$ cat config.mk
export PLATFORM = sky130hd
export DESIGN_NAME = mini68k_bus_arbiter
export DESIGN_NICKNAME = d
export VERILOG_FILES = /design/src/rtl/mini68k_bus_pkg.sv /design/src/rtl/mini68k_rr_arbiter.sv /design/src/rtl/mini68k_bus_arbiter.sv
export SDC_FILE = /design/constraint.sdc
export NUM_CORES = 1
export LEC_CHECK = 0
export ABC_AREA = 1
export BUFFER_PORTS_ARGS = -buffer_cell sky130_fd_sc_hd__buf_2
export CAP_MARGIN = 20
export CORE_UTILIZATION = 46
export CTS_CLUSTER_SIZE = 20
export DETAILED_ROUTE_END_ITERATION = 12
export PLACE_DENSITY = 0.84
export RECOVER_POWER = 25
export SYNTH_ARGS = -nofsm -noshare
export SYNTH_HDL_FRONTEND = slang
export SYNTH_SLANG_ARGS = --single-unit
$ cat constraint.sdc
create_clock -name clk -period 2.6 [get_ports clk]
set_clock_uncertainty 0.2 [all_clocks]
set_input_delay 0.26 -clock clk [delete_from_list [all_inputs] [get_ports clk]]
set_output_delay 0.26 -clock clk [all_outputs]
set_load 0.005 [all_outputs]
$ cat src/rtl/mini68k_bus_pkg.sv
// Shared definitions for the mini68k bus arbiter: FSM encodings, port indices,
// default port count and an index-width helper.
package mini68k_bus_pkg;

    localparam int unsigned NPORTS_DEFAULT = 3;

    localparam int unsigned PORT_DMA    = 0;
    localparam int unsigned PORT_IFETCH = 1;
    localparam int unsigned PORT_DATA   = 2;

    typedef enum logic [1:0] {
        StIdle  = 2'd0,
        StIssue = 2'd1,
        StWait  = 2'd2,
        StDone  = 2'd3
    } arb_state_e;

    // Width of a port index; never narrower than one bit.
    function automatic int unsigned idx_width(input int unsigned n);
        return (n > 1) ? $clog2(n) : 1;
    endfunction

endpackage

$ cat src/rtl/mini68k_rr_arbiter.sv
// Winner selection: scans the request vector starting one past ptr, wrapping.
// Driving ptr with NPORTS-1 degenerates to fixed lowest-index priority.
module mini68k_rr_arbiter import mini68k_bus_pkg::*; #(
    parameter int unsigned NPORTS = NPORTS_DEFAULT,
    localparam int unsigned IW    = idx_width(NPORTS)
) (
    input  logic [NPORTS-1:0] req,
    input  logic [IW-1:0]     ptr,
    output logic [NPORTS-1:0] grant,
    output logic [IW-1:0]     index,
    output logic              valid
);

    int cand;

    // Walk offsets from farthest to nearest so the nearest requester wins last.
    always_comb begin
        grant = '0;
        index = '0;
        valid = 1'b0;
        cand  = 0;
        for (int off = int'(NPORTS); off >= 1; off--) begin
            cand = (int'(ptr) + off) % int'(NPORTS);
            if (req[cand[IW-1:0]]) begin
                grant                = '0;
                grant[cand[IW-1:0]]  = 1'b1;
                index                = cand[IW-1:0];
                valid                = 1'b1;
            end
        end
    end

endmodule

$ cat src/rtl/mini68k_bus_arbiter.sv
// Arbitrates NPORTS requesters onto a single bus-controller request port.
// Define MINI68K_ARB_RR_EN for round-robin; otherwise fixed priority (port 0 highest).
module mini68k_bus_arbiter import mini68k_bus_pkg::*; #(
    parameter int unsigned NPORTS = NPORTS_DEFAULT
) (
    input  logic                 clk,
    input  logic                 rst_n,
    input  logic [NPORTS-1:0]    req,
    input  logic [NPORTS-1:0]    we,
    input  logic [24*NPORTS-1:0] addr,
    input  logic [16*NPORTS-1:0] wdata,
    input  logic [NPORTS-1:0]    bsel,
    input  logic [NPORTS-1:0]    bhigh,
    output logic [NPORTS-1:0]    gnt,
    output logic [NPORTS-1:0]    done,
    output logic [15:0]          rdata,
    output logic [23:0]          bc_addr,
    output logic [15:0]          bc_wdata,
    output logic                 bc_read_req,
    output logic                 bc_write_req,
    output logic                 bc_byte_sel,
    output logic                 bc_byte_high,
    input  logic [15:0]          bc_rdata,
    input  logic                 bc_busy,
    input  logic                 bc_done
);

    localparam int unsigned IW = idx_width(NPORTS);

    arb_state_e        state;
    logic [NPORTS-1:0] cur;
    logic              is_write;
    logic [IW-1:0]     ptr;

    logic [NPORTS-1:0] win_grant;
    logic [IW-1:0]     win_index;
    logic              win_valid;

    logic              sel_we;
    logic [23:0]       sel_addr;
    logic [15:0]       sel_wdata;
    logic              sel_bsel;
    logic              sel_bhigh;

`ifndef MINI68K_ARB_RR_EN
    // Fixed priority: search always starts at port 0.
    assign ptr = IW'(NPORTS - 1);
`endif

    mini68k_rr_arbiter #(
        .NPORTS (NPORTS)
    ) u_arb (
        .req   (req),
        .ptr   (ptr),
        .grant (win_grant),
        .index (win_index),
        .valid (win_valid)
    );

    // Select the winning port's operands for registration into the bus request.
    always_comb begin
        sel_we    = 1'b0;
        sel_addr  = '0;
        sel_wdata = '0;
        sel_bsel  = 1'b0;
        sel_bhigh = 1'b0;
        for (int i = 0; i < int'(NPORTS); i++) begin
            if (IW'(i) == win_index) begin
                sel_we    = we[i];
                sel_addr  = addr[24*i +: 24];
                sel_wdata = wdata[16*i +: 16];
                sel_bsel  = bsel[i];
                sel_bhigh = bhigh[i];
            end
        end
    end

    // Transaction FSM; every output is registered.
    always_ff @(posedge clk or negedge rst_n) begin
        if (!rst_n) begin
            state        <= StIdle;
            cur          <= '0;
            is_write     <= 1'b0;
            gnt          <= '0;
            done         <= '0;
            rdata        <= '0;
            bc_addr      <= '0;
            bc_wdata     <= '0;
            bc_read_req  <= 1'b0;
            bc_write_req <= 1'b0;
            bc_byte_sel  <= 1'b0;
            bc_byte_high <= 1'b0;
`ifdef MINI68K_ARB_RR_EN
            ptr          <= IW'(NPORTS - 1);
`endif
        end else begin
            unique case (state)
                StIdle: begin
                    if (win_valid && !bc_busy) begin
                        cur          <= win_grant;
                        is_write     <= sel_we;
                        gnt          <= win_grant;
                        bc_read_req  <= !sel_we;
                        bc_write_req <= sel_we;
                        bc_addr      <= sel_addr;
                        bc_wdata     <= sel_wdata;
                        bc_byte_sel  <= sel_bsel;
                        bc_byte_high <= sel_bhigh;
`ifdef MINI68K_ARB_RR_EN
                        ptr          <= win_index;
`endif
                        state        <= StIssue;
                    end
                end
                StIssue: begin
                    gnt          <= '0;
                    bc_read_req  <= 1'b0;
                    bc_write_req <= 1'b0;
                    state        <= StWait;
                end
                StWait: begin
                    if (bc_done) begin
                        if (!is_write) begin
                            rdata <= bc_rdata;
                        end
                        done  <= cur;
                        state <= StDone;
                    end
                end
                StDone: begin
                    done  <= '0;
                    state <= StIdle;
                end
                default: state <= StIdle;
            endcase
        end
    end

endmodule

After elaboration in Yosys (flattened, before gate mapping)
Index checks and enable logic that the tools add are counted.
W data, S select, Z words.
Storage, ports and cells
  register bits: 72
  bits of input ports: 152
  output and inout bits: 66
  logic and storage cells: 67
Operators by class
  eq/ne operators: 7
  muxes and demuxes: 35
  bitwise operators: 1
  reductions and logical operators: 12
Operator list (number)
  $mux W24: 3
  $mux W16: 3
  $mux W3: 5
  $mux W1: 14
  $pmux W3 S2: 2
  $mux W2: 5
  $pmux W2 S4: 1
  $reduce_and A2 Y1: 4
  $eq A2 B2 Y1 const B: 2
  $logic_not A2 Y1: 2
  $ne A2 B2 Y1 const B: 2
  $pmux W1 S2: 2
  $reduce_bool A2 Y1: 2
  $reduce_and A3 Y1: 1
  $eq A1 B2 Y1 const A: 1
  $eq A2 B1 Y1 const B: 1
  $eq A2 B2 Y1 const A: 1
  $logic_not A1 Y1: 2
  $logic_and A1 B1 Y1: 1
  $not A1 Y1: 1

Depth between registers and ports, before layout
  word-level depth: 10
  depth in mapped cells: 9
  mapped depth without buffers: 8

Cells and area by module
From an unflattened synthesis, not the netlist that was laid out.
Second synthesis, totals
  cell total of the unflattened synthesis: 559
  area, all modules: 3925.0 um^2
Modules (own cells, without submodules)
  mini68k_bus_arbiter: times used 1, cells an instance 507, area an instance 3656.0 um^2, seq. area each 1801.7 um^2
  mini68k_rr_arbiter: times used 1, cells an instance 52, area an instance 269.0 um^2, seq. area each 0.0 um^2

Worst setup path before layout
OpenSTA, ideal clock, no wires.
  path type: flip-flop to flip-flop
  from: register state[0]
  to: register rdata[10]
  library setup time: 66 ps
  arrival: 1378 ps
  required time: 2334 ps
  path slack: 956 ps
  cell stages (with the launch flop): 9
  buffers on the path: 2
  clock period less this slack: 1644 ps
  cell sequence: dfrtp_1 > inv_1 > ha_1 > nand2_1 > inv_1 > buf_2 > buf_1 > nand3_1 > nand2_1
Between the ends
  cells in the longest elaborated chain, start to end: 2
Ends and longest elaborated chain
  start: declaration: line mini68k_bus_arbiter.sv:30  | arb_state_e state;
  start signal: assignment: line mini68k_bus_arbiter.sv:81  | state <= StIdle;
  start signal: assignment: line mini68k_bus_arbiter.sv:112  | state <= StIssue;
  start signal: assignment: line mini68k_bus_arbiter.sv:119  | state <= StWait;
  $eq A2 B2 Y1: line mini68k_bus_arbiter.sv:97  | unique case (state)
  $reduce_and A3 Y1 (no source line)
  end signal: assignment: line mini68k_bus_arbiter.sv:124  | rdata <= bc_rdata;
  end: declaration: line mini68k_bus_arbiter.sv:16  | output logic [15:0] rdata,
No other way between the ends.
A chain may end at the register's enable or synchronous reset.

Worst setup path in the final report
  from: register state[0]
  to: register bc_write_req
Between the ends
  cells in the longest elaborated chain, start to end: 3
  elaborated cells between the ends (all ways): 6
  classes of those cells: eq/ne (2); mux (1); reduce/logical (3)
Ends and longest elaborated chain
  $eq A2 B1 Y1 / $logic_not A2 Y1 (equally long branches): line mini68k_bus_arbiter.sv:97
  $reduce_bool A2 Y1 (no source line) / $ne A2 B2 Y1 (equally long branches)
  $reduce_and A2 Y1 (no source line)
  end signal: assignment: line mini68k_bus_arbiter.sv:104  | bc_write_req <= sel_we;
  end: declaration: line mini68k_bus_arbiter.sv:20  | output logic bc_write_req,
Parallel ways exist; a longest one is shown, timed or not.

==> flow_summary.json <==
{
  "cts.clk_slew.worst_paths_ps": 70,
  "avgSynthCellArea_um2": 7.193,
  "vias_per_cell": 5.014,
  "cp_data_required_time_ps": 2660,
  "hold_violations": 0,
  "peakVddDrop_v": 0.0004363,
  "synthXorXnorAreaFrac_pct": 0,
  "drv_cap": 0,
  "synth_top_family_by_area": "simple AND/OR/NAND/NOR gates",
  "synth_top_area_share_pct": 48.45,
  "hpwl_um": 7946,
  "avgRoutedWirePerCell_um": 13.31,
  "slew_headroom_pct": 39.91,
  "diodes": 0,
  "h-tree-depth": 3,
  "die_w_um": 91.91,
  "ys_top_cells_by_area": "dfrtp_1 (48%), nand2_1 (26%), nand3_1 (15%)",
  "cp_max_fo": 34,
  "final_area_um2": 5204,
  "cts-root-buf": "clkbuf_8",
  "finalSetupViolCount": 0,
  "yosysWarnings": 0,
  "clock_latency_ps": 320,
  "rsz0062_at_grt": "no",
  "synth_area_leader_cell": "dfrtp_1",
  "dr.first_iter.drc_count": 129,
  "period_needed_ps": 1978,
  "dp_slack_ps": 596.9,
  "initial_utilization_pct": 47.87,
  "synth-seq-cells": 72,
  "synthCells": 517,
  "seq_area_frac_synth_pct": 48.45,
  "drt_wl_total_um": 11250,
  "hold_path.class": "input port to flop",
  "clock_sinks": 72,
  "worstMarginPinSlew_ps": 901.3,
  "layout_setup_ws_ps": 622.4,
  "grt_pass1_vias": 4090,
  "outcome": "finished, final reports clean",
  "crit_path_start_kind": "flop",
  "fp.dieArea_um2": 8447,
  "multi_input_area_um2": 1714,
  "antenna_found_initial": 0,
  "globalplace.congestion": 0.8573,
  "cts_setup_buffers": 0,
  "finalCritPeriodShare_pct": 76.06,
  "critPathKind": "flop to flop",
  "die_y_um": 91.91,
  "setup-tns-final_ps": 0,
  "track_usage_pct": 26.89,
  "grt_start_max_net_pins": 73,
  "io_buffers": 217,
  "power_leakage_nw": 2.978,
  "ff_latch_area_um2": 1802,
  "syn-cell-area_um2": 3719,
  "nets": 894,
  "core_area_um2": 7767,
  "drcViolationCount": 0,
  "fillers": 692,
  "p_per_area_nw_per_um2": 858.9,
  "max_freq_ghz": 0.5057,
  "synth-simple-area-share_pct": 42.97,
  "cts_tree": "yes",
  "drive_above_1_share_pct": 28.80,
  "synth_fa_ha_area_share_pct": 1.346,
  "cts_buffers": 9,
  "rows": 32,
  "io_pins": 218,
  "power_mw": 4.469,
  "syn_to_final_growth_pct": 39.94,
  "synth-compound-area-share_pct": 1.581,
  "ys_types": 21,
  "grt-ovfl-total": 0,
  "synth_fp_nets": 673,
  "dr.pass1.iters": 4,
  "slew_violations": 0,
  "cts_buffer_depth": 2,
  "grt_pass1_wl_um": 18080,
  "post_dp_cell_area_um2": 4873,
  "vias": 4237,
  "crit_path_end_kind": "flop",
  "synthMuxAreaShare_pct": 0,
  "worstPathArrival_ps": 2040,
  "ant_nets": 0
}
## layout by cell type (no fill, tap or decap)
cell             n
nand2_1        261
buf_2          185
nand3_1        114
dfrtp_1         72
clkbuf_1        33
dlygate4sd3_1   17
inv_1           14
clkbuf_8        11
o21ai_0          9
buf_4            6
ha_1             4
inv_2            2
nor2_1           2
clkinv_2         2
buf_12           2
o21ai_4          1
nor2_4           1
nand2_2          1
nand3_2          1
a21oi_1          1
or2_2            1
nand4_1          1
clkinv_1         1
bufinv_16        1
## registers in the layout (all words and copies together), names as in the netlist
signal and cells:
bc_addr 24, bc_wdata 16, rdata 16, cur 3, done 3, gnt 3, state 2, bc_byte_high 1
bc_byte_sel 1, bc_read_req 1, bc_write_req 1, is_write 1
## per-layer routing
layer | global-route usage, % | up-vias | share of wire, %
met4 | 11.33 | 0 | 2.1
li1 | - | 2088 | -
met5 | 0 | - | 0
met2 | 48.01 | 203 | 51
met1 | 30.99 | 1921 | 41
met3 | 5.804 | 25 | 6.4
## Yosys cell counts
cell type / n
buf_6: 1
nand2_1: 261
nor2_1: 2
o21ai_0: 9
clkinv_1: 1
inv_2: 2
nand2_2: 1
ha_1: 4
nand4_1: 1
or2_2: 1
dfrtp_1: 72
inv_1: 14
buf_1: 3
nand3_1: 114
nand3_2: 1
nor2_4: 1
o21ai_2: 1
clkbuf_1: 13
buf_4: 2
buf_2: 12
a21oi_1: 1
## worst max-delay path, cell delays in order, from the launching register on
cell	delay, ps
dfrtp_1	410
inv_1	110
ha_1	250
nand3_2	250
inv_2	290
buf_12	230
nand3_1	100
nand2_1	60
## through the flow
step                hold WS [ps]  std cells  util (%)
detailed placement         242.8        812     62.74
global route               18.91        845     66.99
floorplan                 -235.6        517         -
global placement           224.5        812     62.74
finish                     26.29        845     66.99
CTS                        13.12        845     67.49
## repair_timing
item / 4_1_cts / 5_1_grt
hold buffers: 17 / 0
resized for setup: 0 / 0
hold endpoints to repair: 88 / 0
## power breakdown
part | internal [mW] | leakage (nW) | switching [mW] | total, mW
Clock | 0.494 | 0.103 | 0.377 | 0.871
Sequential | 1.62 | 0.916 | 0.281 | 1.90
Combinational | 0.700 | 1.96 | 0.999 | 1.70
Total | 2.81 | 2.98 | 1.66 | 4.47
## cells by family after synthesis
kind of cell               after synthesis
adders and majority gates                4
buffers and inverters                   48
and+or+nand+nor                        382
DFF                                     72
AOI/OAI and AO/OA                       11
## path summary, 6_finish.rpt
kind                                            from                       end  slack, ps  depth (start not counted)
worst max-delay path            state[0]$_DFFE_PN0P_  bc_write_req$_DFFE_PN0P_        620                          7
worst min register to register  rdata[3]$_DFFE_PN0P_      rdata[3]$_DFFE_PN0P_        270                          2
max in group asynchronous                      rst_n   bc_wdata[2]$_DFFE_PN0P_       1200                          2
min in group asynchronous                      rst_n     rdata[10]$_DFFE_PN0P_        380                          2
worst min-delay path                          req[0]        gnt[0]$_DFFE_PN0P_         30                          3
worst max register to register  state[0]$_DFFE_PN0P_  bc_write_req$_DFFE_PN0P_        620                          7
## final cells by class
class	instances	area share (%)
clock buffers	13	3.054
repair buffers	241	24.93
flip-flops and latches	72	34.62
inverters	17	1.226
well taps	102	2.453
multi-input cells	397	32.94
clock inverters	3	0.7694
(Power assumes the default switching activity.)
